## config.mk

```make
export PLATFORM = sky130hd
export DESIGN_NAME = event_ingress_fifo
export DESIGN_NICKNAME = d
export VERILOG_FILES = /design/src/rtl/event_ingress_fifo.sv
export SDC_FILE = /design/constraint.sdc
export NUM_CORES = 1
export LEC_CHECK = 0
export CAP_MARGIN = 10
export CORE_MARGIN = 2
export CORE_UTILIZATION = 55
export DETAILED_ROUTE_END_ITERATION = 10
export HOLD_SLACK_MARGIN = 0.12
export PLACE_DENSITY = 0.73
export REMOVE_ABC_BUFFERS = 1
export SYNTH_ARGS = -nofsm -noshare
export SYNTH_HDL_FRONTEND = slang
export SYNTH_SLANG_ARGS = --single-unit
export TNS_END_PERCENT = 10
```

## constraint.sdc

```tcl
create_clock -name clk -period 4.4 [get_ports clk]
set_input_delay 0.88 -clock clk [delete_from_list [all_inputs] [get_ports clk]]
set_output_delay 0.88 -clock clk [all_outputs]
set_load 0.02 [all_outputs]
```

## src/rtl/event_ingress_fifo.sv

```systemverilog
// rtl/event_ingress_fifo.sv - DVS event validation, downscaling, window tagging and FWFT buffering
// Optional timestamp order check enabled by defining EVT_TS_ORDER_CHECK_EN.
module event_ingress_fifo #(
  parameter int MAX_X_COORD    = 128,
  parameter int MAX_Y_COORD    = 128,
  parameter int INPUT_BIT_TIME = 32,
  parameter int INPUT_BIT_X    = 8,
  parameter int INPUT_BIT_Y    = 8,
  parameter int SCALE_SHIFT    = 0,
  parameter int WINDOW_LEN     = 100000,
  parameter int FIFO_DEPTH     = 16,
  parameter int CNT_BITS       = 16
) (
  input  logic                            clk,
  input  logic                            reset,
  input  logic [INPUT_BIT_TIME-1:0]       timestamp,
  input  logic [INPUT_BIT_X-1:0]          x_coord,
  input  logic [INPUT_BIT_Y-1:0]          y_coord,
  input  logic                            polarity,
  input  logic                            is_valid,
  output logic [INPUT_BIT_TIME-1:0]       out_timestamp,
  output logic [INPUT_BIT_X-1:0]          out_x,
  output logic [INPUT_BIT_Y-1:0]          out_y,
  output logic                            out_polarity,
  output logic                            out_win_first,
  output logic                            out_valid,
  input  logic                            out_ready,
  output logic [$clog2(FIFO_DEPTH):0]     fifo_level,
  output logic [CNT_BITS-1:0]             drop_count
);

  localparam int AW    = $clog2(FIFO_DEPTH);
  localparam int PTR_W = AW + 1;
  localparam int W     = INPUT_BIT_TIME;
  localparam int EW    = W + INPUT_BIT_X + INPUT_BIT_Y + 2;
  localparam logic [W-1:0] WIN_LEN = W'(WINDOW_LEN);

  logic                   s1_valid_q;
  logic [W-1:0]           s1_ts_q;
  logic [INPUT_BIT_X-1:0] s1_x_q;
  logic [INPUT_BIT_Y-1:0] s1_y_q;
  logic                   s1_pol_q;

  logic [PTR_W-1:0]       wr_ptr_q, rd_ptr_q;
  logic [CNT_BITS-1:0]    drop_count_q;
  logic                   first_seen_q;
  logic [W-1:0]           win_start_q;
`ifdef EVT_TS_ORDER_CHECK_EN
  logic [W-1:0]           last_ts_q;
  logic [W-1:0]           order_delta;
`endif

  logic [EW-1:0]          mem_q [FIFO_DEPTH];
  logic [EW-1:0]          entry_d, head;
  logic [W-1:0]           win_elapsed;
  logic                   win_first, range_bad, order_bad, full_bad;
  logic                   empty, full, push, pop, drop;

  always_comb begin
    win_elapsed = s1_ts_q - win_start_q;
    win_first   = !first_seen_q || (win_elapsed >= WIN_LEN);
    range_bad   = (32'(s1_x_q) >= MAX_X_COORD) || (32'(s1_y_q) >= MAX_Y_COORD);
`ifdef EVT_TS_ORDER_CHECK_EN
    // Modular difference: a set MSB means the event lies in the past.
    order_delta = s1_ts_q - last_ts_q;
    order_bad   = first_seen_q && order_delta[W-1];
`else
    order_bad   = 1'b0;
`endif
    empty    = (wr_ptr_q == rd_ptr_q);
    full     = (wr_ptr_q[AW] != rd_ptr_q[AW]) && (wr_ptr_q[AW-1:0] == rd_ptr_q[AW-1:0]);
    pop      = !empty && out_ready;
    full_bad = full && !pop;
    push     = s1_valid_q && !range_bad && !order_bad && !full_bad;
    drop     = s1_valid_q && (range_bad || order_bad || full_bad);
    entry_d  = {s1_ts_q, s1_x_q >> SCALE_SHIFT, s1_y_q >> SCALE_SHIFT, s1_pol_q, win_first};
    head     = mem_q[rd_ptr_q[AW-1:0]];
  end

  // Head is masked while empty so the unreset storage never reaches the outputs.
  assign {out_timestamp, out_x, out_y, out_polarity, out_win_first} = empty ? '0 : head;
  assign out_valid  = !empty;
  assign fifo_level = wr_ptr_q - rd_ptr_q;
  assign drop_count = drop_count_q;

  always_ff @(posedge clk) begin
    if (push) mem_q[wr_ptr_q[AW-1:0]] <= entry_d;
  end

  always_ff @(posedge clk or negedge reset) begin
    if (!reset) begin
      s1_valid_q   <= 1'b0;
      s1_ts_q      <= '0;
      s1_x_q       <= '0;
      s1_y_q       <= '0;
      s1_pol_q     <= 1'b0;
      wr_ptr_q     <= '0;
      rd_ptr_q     <= '0;
      drop_count_q <= '0;
      first_seen_q <= 1'b0;
      win_start_q  <= '0;
`ifdef EVT_TS_ORDER_CHECK_EN
      last_ts_q    <= '0;
`endif
    end else begin
      s1_valid_q <= is_valid;
      if (is_valid) begin
        s1_ts_q  <= timestamp;
        s1_x_q   <= x_coord;
        s1_y_q   <= y_coord;
        s1_pol_q <= polarity;
      end
      if (push) begin
        wr_ptr_q <= wr_ptr_q + 1'b1;
`ifdef EVT_TS_ORDER_CHECK_EN
        last_ts_q <= s1_ts_q;
`endif
        if (win_first) begin
          win_start_q  <= s1_ts_q;
          first_seen_q <= 1'b1;
        end
      end
      if (pop) rd_ptr_q <= rd_ptr_q + 1'b1;
      if (drop && (drop_count_q != '1)) drop_count_q <= drop_count_q + 1'b1;
    end
  end

endmodule

```

=== Word level (Yosys, flattened, before mapping) ===
Memory sizes are Yosys's and may differ from the RTL's.
Index checks and enable logic that the tools add are counted.

* Memories: 1
* RAM bits: 800
* Latch bits: 0
* Memory bits (read-only): 0
* Register bits after elaboration: 109
* Logic and storage cells: 42
* Output and inout bits: 72

* Add/sub/neg operators: 5
* Muxes and demuxes: 3
* Reductions and logical operators: 16
* Order comparisons: 3
* Multipliers: 0
* Shift operators: 0
* Bitwise operators: 0
* Divide/modulo/power cells: 0
* Equality and inequality tests: 4

{| class="wikitable"
|+ Memory list
! name !! depth !! bits a word !! read ports !! clocked after memory_dff !! wr ports !! line !! text
|-
| mem_q || 16 || 50 || 1 || 0 || 1 || 53 || <nowiki>logic [EW-1:0] mem_q [FIFO_DEPTH];</nowiki>
|}

{| class="wikitable"
|+ Operators with widths
! kind !! number
|-
| $mux W50 || 1
|-
| $ge A32 B17 Y1 const B || 1
|-
| $sub A32 B32 Y32 || 1
|-
| $add A16 B1 Y16 const B || 1
|-
| $ge A8 B8 Y1 const B || 2
|-
| $ne A16 B16 Y1 const B || 1
|-
| $add A5 B1 Y5 const B || 2
|-
| $logic_and A1 B1 Y1 || 7
|-
| $eq A5 B5 Y1 || 1
|-
| $logic_not A1 Y1 || 5
|-
| $sub A5 B5 Y5 || 1
|-
| $eq A4 B4 Y1 || 1
|-
| $logic_or A1 B1 Y1 || 3
|-
| $mux W1 || 2
|-
| $reduce_and A2 Y1 || 1
|-
| $ne A1 B1 Y1 || 1
|}

=== Longest topological paths before layout ===
Gate-level depths: netlist (run 1).

* Word-level depth: 9
* Mapped depth: 15
* Mapped depth without buffers: 14

=== Worst setup path after synthesis (run 1) ===
Ideal clock, no wire load.

* Path kind: flip-flop to flip-flop
* From: register rd_ptr_q[1]
* To: memory mem_q[15][0] (netlist bit) (enable)
* Buffers on the path: 3
* Required time: 3.986 ns
* Stages on the path, launching flop included: 12
* Path slack: 0.617 ns
* Arrival: 3.368 ns
* Cells stage by stage: dfrtp_1 -> clkbuf_1 -> clkbuf_1 -> clkbuf_1 -> inv_1 -> ha_1 -> nand4_1 -> o31ai_1 -> inv_1 -> nand2_1 -> nor2_1 -> and3_1

* Longest elaborated chain between the ends: 9

{| class="wikitable"
|+ Ends and longest elaborated chain
! item !! line !! text
|-
| start, declared || 44 || <nowiki>logic [PTR_W-1:0] wr_ptr_q, rd_ptr_q;</nowiki>
|-
| start signal, assigned || 123 || <nowiki>if (pop) rd_ptr_q <= rd_ptr_q + 1'b1;</nowiki>
|-
| $eq A5 B5 Y1 || 70 || <nowiki>empty = (wr_ptr_q == rd_ptr_q);</nowiki>
|-
| $logic_not A1 Y1 || 72 || <nowiki>pop = !empty && out_ready;</nowiki>
|-
| $logic_and A1 B1 Y1 || 72 ||
|-
| $logic_not A1 Y1 || 73 || <nowiki>full_bad = full && !pop;</nowiki>
|-
| $logic_and A1 B1 Y1 * || 73 ||
|-
| $logic_not A1 Y1 * || 74 || <nowiki>push = s1_valid_q && !range_bad && !order_bad && !full_bad;</nowiki>
|-
| $logic_and A1 B1 Y1 * || 74 ||
|-
| $mux W1 * || 87 || <nowiki>if (push) mem_q[wr_ptr_q[AW-1:0]] <= entry_d;</nowiki>
|-
| $mux W1 (not written as such) * || 87 ||
|-
| end, declared || 53 ||
|}

Mark *: on every way between the ends. The rest lies on a longest branch, timed or not.

=== Worst setup path in the final report (run 1) ===
* From: register rd_ptr_q[1]
* To: output port out_timestamp[20]

* Longest elaborated chain between the ends: 2

{| class="wikitable"
|+ Ends and longest elaborated chain
! item !! line !! text
|-
| $mem_v2 Z16 W50 / $eq A5 B5 Y1 (equally long branches) || n/a ||
|-
| $mux W50 * || 81 || <nowiki>assign {out_timestamp, out_x, out_y, out_polarity, out_win_first} = empty ? '0 : head;</nowiki>
|-
| end, declared || 21 || <nowiki>output logic [INPUT_BIT_TIME-1:0] out_timestamp,</nowiki>
|}

Marks and branches as above.

==> results of run 1 <==
## worst max-delay path, delay by kind of cell, from the launching register on
| family | cells | cell delay, ns |
|---|---|---|
| buf+inv | 4 | 1.03 |
| simple gates | 3 | 0.74 |
| flops | 1 | 0.67 |
| fa+ha+maj | 1 | 0.32 |
## state kept, by name, indices dropped and copies added, names as in the netlist
| name | count |
|---|---|
| s1_x_q | 8 |
| s1_ts_q | 32 |
| first_seen_q | 1 |
| drop_count | 16 |
| win_start_q | 32 |
| s1_valid_q | 1 |
| s1_y_q | 8 |
| rd_ptr_q | 5 |
| s1_pol_q | 1 |
| wr_ptr_q | 5 |
| mem_q | 800 |
## how the worst min path moves through the flow
stage | startpoint | to | slack (ns) | cells past startpoint
after floorplan | first_seen_q$_DFFE_PN0P_ | first_seen_q$_DFFE_PN0P_ | 0.43 | 1
after CTS | reset | drop_count[7]$_DFFE_PN0P_ | 0.35 | 1
after global placement | first_seen_q$_DFFE_PN0P_ | first_seen_q$_DFFE_PN0P_ | 0.45 | 1
after global routing | reset | drop_count[8]$_DFFE_PN0P_ | 0.40 | 1
final | reset | drop_count[14]$_DFFE_PN0P_ | 0.35 | 1
after detailed placement | first_seen_q$_DFFE_PN0P_ | first_seen_q$_DFFE_PN0P_ | 0.46 | 1
## kinds of logic after synthesis
group | after synthesis | share of synthesized area
flops | 909 | 0.728
mux | 334 | 0.182
simple gates | 198 | 0.0286
buf+inv | 131 | 0.0140
compound gates | 123 | 0.0217
xor+xnor | 44 | 0.0105
fa+ha+maj | 43 | 0.0151
## synth_stat cells, drive strengths merged (3+ instances only)
library cell,count,share of area
xor2,10,0.0024
nand2b,8,0.0014
a211o,4,0.00095
mux4,250,0.15
nor4,4,0.00085
clkbuf,58,0.0059
a21o,17,0.0035
mux2i,3,0.00082
mux2,81,0.028
o211ai,4,0.00082
nor3,11,0.0015
xnor2,34,0.0081
o21ai,26,0.0035
edfxtp,800,0.65
a21boi,3,0.00072
a31oi,8,0.0015
ha,41,0.014
nand4,10,0.0017
inv,50,0.0051
buf,23,0.0030
and2,62,0.011
a21oi,38,0.0054
nor2,26,0.0027
and3,15,0.0026
o21a,6,0.0012
nand3,15,0.0020
nand2,41,0.0042
dfrtp,109,0.074
## power groups by stage
stage	sequential, mW	clock (mW)	combinational, mW
6_report	10.3	7.77	9.54
5_1_grt	10.4	8.20	10.1
4_1_cts	10.3	7.90	9.65
3_5_place_dp	10.5	0	9.47
3_3_place_gp	10.5	0	9.39
2_1_floorplan	10.9	0	5.69
## metal layers
layer	routed length [µm]	track usage	part of all wire	up-vias
met2	42900	0.414	0.52	626
met5	0	0	0	-
met3	4600	0.0364	0.055	113
met1	33600	0.333	0.41	9685
met4	1820	0.0716	0.022	0
li1	-	-	-	7741
## repair_timing
action / in CTS / in global routing
gates resized for setup: 0 / 2
endpoints found under the setup margin: 30 / 35
hold endpoints to repair: 0 / 0
setup buffers: 4 / 0
hold buffers: 0 / 0
## final cells by class
type | count | area, µm²
well taps | 864 | 1080
repair buffers | 218 | 2390
multi-input cells | 742 | 9550
inverters | 50 | 190
flip-flops and latches | 909 | 26800
clock inverters | 39 | 462
fillers | 4215 | 23000
clock buffers | 126 | 2540
## per-stage QoR
stage	TNS, ns	std cells
2_1_floorplan	-5673.37	1701
3_3_place_gp	0	2779
3_5_place_dp	0	2779
4_1_cts	0	2948
5_1_grt	0	2948
6_report	0	2948
==> results.yml, run 1 <==
clock_network:
  tritoncts: "done"
  worst_skew_pair.late_latency_ns: 0.64
  tritoncts_num_sinks: 909
  cts_root_buffer: "sky130_fd_sc_hd__clkbuf_16"
  ctsLongestPathBuffers: 3
  cts.htree.levels: 3
  cts_buffers: 91
  cts.clk_slew.worst_paths_ns: 0.06
min_path:
  hold_path.class: "primary input to asynchronous set/reset pin"
grt:
  first_global_vias: 19100
  grt_max_degree: 74
  grt_util_all_layers: 0.244
  grt_overflow_total: 0
  first_pass_grt_wire_length_um: 124000
  antenna_found_initial: 0
sta:
  final.min_clock_period_ns: 4.29
  fin_hold_ws_ns: 0.346
  timing.final.max_slew_violations: 0
  rsz_0062_raised_after_global_routing: "no"
  fin_skew_ns: 0.0168
  finalCritPeriodShare: 0.975
  slew_hr: 0.311
  report.final.setup_viol: 0
  setup_ws_ns: 0.109
  finalHoldViolations: 0
  tightest_slew_ns: 1.03
  achievable-frequency_mhz: 233
setup_path:
  reg2reg_from: "s1_ts_q[26]$_DFFE_PN0P_"
  flop_to_flop_setup_slack_ns: 0.28
  path_common_cell: "sky130_fd_sc_hd__inv_1"
  crit_path_cell_trace: "inv_1, ha_1, nand4_1, inv_1, nand2_2, buf_12, and2_1, clkdlybuf4s50_1"
  crit_path_max_incr_delay_ns: 0.67
  path_max_fanout: 20
  crit_path_end_kind: "output pin"
  cp-startpoint: "rd_ptr_q[1]$_DFFE_PN0P_"
  critical_path_arrival_ns: 3.41
  critPathKind: "flip-flop to output pin"
  endpoint: "out_timestamp[20]"
  worst_ep_required_time_ns: 3.52
  reg2reg_path_depth: 12
  timing.critical_path.from_type: "flip-flop"
  slowest_stage: "sky130_fd_sc_hd__dfrtp_4"
  reg2reg_to: "win_start_q[15]$_DFFE_PN0P_"
layout:
  nets: 2108
  drive_gt1_frac: 0.284
  final_core_utilization: 0.651
  finish.instance_area_um2: 43000
  count_of_antenna_diodes_in_the_layout: 0
  syn_to_final_growth_pct: 17.0
  layout.cells.most_common: "sky130_fd_sc_hd__edfxtp_1"
  layout.cells.most_common_list: "sky130_fd_sc_hd__edfxtp_1, sky130_fd_sc_hd__mux4_2, sky130_fd_sc_hd__clkdlybuf4s50_1"
power:
  total_power_mw: 27.6
  p_clk_frac: 0.281
  vdd.ir_drop.worst_mv: 0.566
  p_switching_mw: 8.19
  leakagePower_nw: 14.5
  power-per-cell-area_nw_per_um2: 643
  p_sw_frac: 0.296
  p_seq_frac: 0.374
  cell_internal_pwr_mw: 19.5
  relative_contribution_of_combinational_cells_to_total_power: 0.345
flow_run:
  cap_viol_max_count: 0
synthesis:
  seq_area_frac_synth: 0.728
  post_synth.cell_area_avg_um2: 20.6
  netlist_area_um2: 36700
  share_of_flip_flops_with_an_asynchronous_set_or_reset_after_synthesis: 0.120
  synth_warnings: 0
  synthCells: 1782
  synthDistinctLibCells: 55
  postSynthRegisterBits: 909
  postSynth.topFlopCell: "sky130_fd_sc_hd__edfxtp_1"
  synth-edff-count: 800
die:
  core_area_um2: 66000
  floorplan.rows: 94
  die_area_um2: 68900
  fp.dieH_um: 262
  top_level_ports: 125
  initial_core_util: 0.557
  die_w_um: 262
place:
  numPortBuffers: 124
  gp_congestion: 0.934
  placedInstanceArea_um2: 39900
  placement.setup.worst_slack_ns: 0.312
  dp.final_hpwl_um: 47500
route:
  routed_wire_length_um: 82900
  drc: 0
  wl_per_cell_um: 28.1
  drtAntennaViolNets: 0
  via_per_inst: 6.16
  drt_iter0_drc: 1883
  num_vias: 18200
  dr.pass1.iters: 5
outcome:
  outcome: "complete, no violations"
Power figures use the tool's default switching activity.
==> inputs of run 2 (changes only) <==
--- a/config.mk
+++ b/config.mk
@@ -7,10 +7,10 @@
 export LEC_CHECK = 0
 export CAP_MARGIN = 10
 export CORE_MARGIN = 2
-export CORE_UTILIZATION = 55
+export CORE_UTILIZATION = 50
 export DETAILED_ROUTE_END_ITERATION = 10
 export HOLD_SLACK_MARGIN = 0.12
-export PLACE_DENSITY = 0.73
+export PLACE_DENSITY = 0.67
 export REMOVE_ABC_BUFFERS = 1
 export SYNTH_ARGS = -nofsm -noshare
 export SYNTH_HDL_FRONTEND = slang
==> run 2 against run 1 <==
Against the previous run:
- die area grew 9.8%
- global-route usage down 2.8 points
- clock-buffer cell count shrank 7
- highest routed layer unchanged
- setup slack is essentially flat
- via count down 1.8%
- largest cell class unchanged
- sequential power about the same
- sequential share of layout area about the same
- wire length decreased by 3.8%
==> results.yml, run 2 (synthesized netlist as in run 1, its figures left out) <==
grt:
  grt_util_all_layers: 0.216
  first_pass_grt_wire_length_um: 119000
  grt_max_degree: 80
  antenna_found_initial: 0
  grt_overflow_total: 0
  first_global_vias: 18800
place:
  gp_congestion: 0.857
  numPlacedInstances: 2855
  placedInstanceArea_um2: 39800
  dp.final_hpwl_um: 42500
  numPortBuffers: 124
route:
  met3RoutedLength_um: 3920
  routed_wire_length_um: 79700
  drtAntennaViolNets: 0
  via_per_inst: 5.88
  dr.pass1.iters: 5
  drt_iter0_drc: 1736
  route.layer.met1.wl_um: 34200
  num_vias: 17800
  maxUsedRoutingLayer: "met4"
  wl_per_cell_um: 26.3
  drc: 0
  met2WireLength_um: 39900
layout:
  largest_register_ff_count: 800
  final-instance-count-excl-fill: 3032
  layout.cells.most_common: "sky130_fd_sc_hd__edfxtp_1"
  drive_gt1_frac: 0.283
  nets: 2088
  ff_latch_area_um2: 26800
  multi_input_area_um2: 9520
  layout.cells.most_common_list: "sky130_fd_sc_hd__edfxtp_1, sky130_fd_sc_hd__mux4_2, sky130_fd_sc_hd__clkdlybuf4s50_1"
  syn_to_final_growth_pct: 17.0
  finish.instance_area_um2: 43000
  final_core_utilization: 0.590
  fill_cells: 5169
setup_path:
  crit_path_cell_trace: "buf_12, mux4_2, mux4_2, and2_1, clkdlybuf4s50_1"
  slowest_stage: "sky130_fd_sc_hd__dfrtp_4"
  crit_path_end_kind: "output pin"
  reg2reg_path_depth: 10
  cell_family_with_the_largest_share_of_critical_path_delay: "buffers and inverters"
  path_common_cell: "sky130_fd_sc_hd__mux4_2"
  flop_to_flop_setup_slack_ns: 0.31
  crit_path_max_incr_delay_ns: 0.79
  reg2reg_to: "win_start_q[9]$_DFFE_PN0P_"
  critical_path_arrival_ns: 3.41
  reg2reg_from: "s1_ts_q[1]$_DFFE_PN0P_"
  worst_ep_required_time_ns: 3.52
  timing.critical_path.from_type: "flip-flop"
  path_max_fanout: 49
  cp.buffers_inverters: 2
  critPathKind: "flip-flop to output pin"
die:
  initial_core_util: 0.504
  floorplan.rows: 99
  fp.dieH_um: 275
  core_area_um2: 72800
  die_area_um2: 75700
  die_w_um: 275
  top_level_ports: 125
sta:
  tightest_slew_ns: 1.03
  rsz_0062_raised_after_global_routing: "no"
  achievable-frequency_mhz: 233
  slew_hr: 0.312
  timing.final.max_slew_violations: 0
  report.final.setup_viol: 0
  finalHoldViolations: 0
  fin_skew_ns: 0.0233
  fin_tns_setup_ns: 0
  finalCritPeriodShare: 0.975
  final.min_clock_period_ns: 4.29
clock_network:
  cts.htree.levels: 3
  tritoncts_num_sinks: 909
  tritoncts: "done"
  worst_skew_pair.late_latency_ns: 0.64
  cts_buffers: 91
  cts_root_buffer: "sky130_fd_sc_hd__clkbuf_16"
  ctsLongestPathBuffers: 3
  cts.clk_slew.worst_paths_ns: 0.06
flow_run:
  cap_viol_max_count: 0
power:
  leakagePower_nw: 14.4
  vdd.ir_drop.worst_mv: 0.470
  total_power_mw: 27.7
  power-per-cell-area_nw_per_um2: 644
min_path:
  hold_path.class: "primary input to asynchronous set/reset pin"
outcome:
  outcome: "complete, no violations"
==> run 2: per-stage QoR <==
stage / setup slack [ns] / hold WS [ns]
6_report: 0.109 / 0.348
5_1_grt: 0.0128 / 0.392
4_1_cts: 0.0504 / 0.363
3_5_place_dp: 0.267 / 0.447
3_3_place_gp: 0.329 / 0.445
2_1_floorplan: -6.51 / 0.427
==> run 2: final cells by class <==
class	count	share of cell area
antenna	3	0.000175
clock buffer	119	0.0587
clock inverter	52	0.0137
inverter	50	0.00442
multi-input combinational	742	0.221
sequential	909	0.623
tap	959	0.0279
timing repair buffer	198	0.0510
==> run 2: repair_timing <==
action	CTS	global route
buffers inserted	3	0
resized for setup	0	2
setup endpoints to repair	37	47
hold buffers	0	0
==> run 2: routing by layer <==
| metal | up-vias | GRT usage |
|---|---|---|
| met5 | - | 0 |
| met4 | 0 | 0.0511 |
| met3 | 116 | 0.0335 |
| met2 | 512 | 0.357 |
| met1 | 9503 | 0.307 |
| li1 | 7699 | - |
==> run 2: power by group <==
| group | switching [mW] | internal, mW |
|---|---|---|
| clock network | 3.21 | 4.71 |
| logic | 4.51 | 4.88 |
| registers | 0.420 | 9.94 |
| total | 8.14 | 19.5 |
==> run 2: how the worst max path moves through the flow <==
stage                                       start                          end  slack (ns)  depth (start not counted)
final                     rd_ptr_q[1]$_DFFE_PN0P_                     out_y[5]        0.11                          5
after global routing      rd_ptr_q[1]$_DFFE_PN0P_                     out_y[5]        0.01                          5
after CTS                 rd_ptr_q[1]$_DFFE_PN0P_                     out_y[5]        0.05                          5
after detailed placement   s1_ts_q[1]$_DFFE_PN0P_       mem_q[10][0]$_DFFE_PP_        0.27                         10
after global placement     s1_ts_q[1]$_DFFE_PN0P_       mem_q[14][0]$_DFFE_PP_        0.33                         10
after floorplan           rd_ptr_q[0]$_DFFE_PN0P_  win_start_q[31]$_DFFE_PN0P_       -6.51                          7
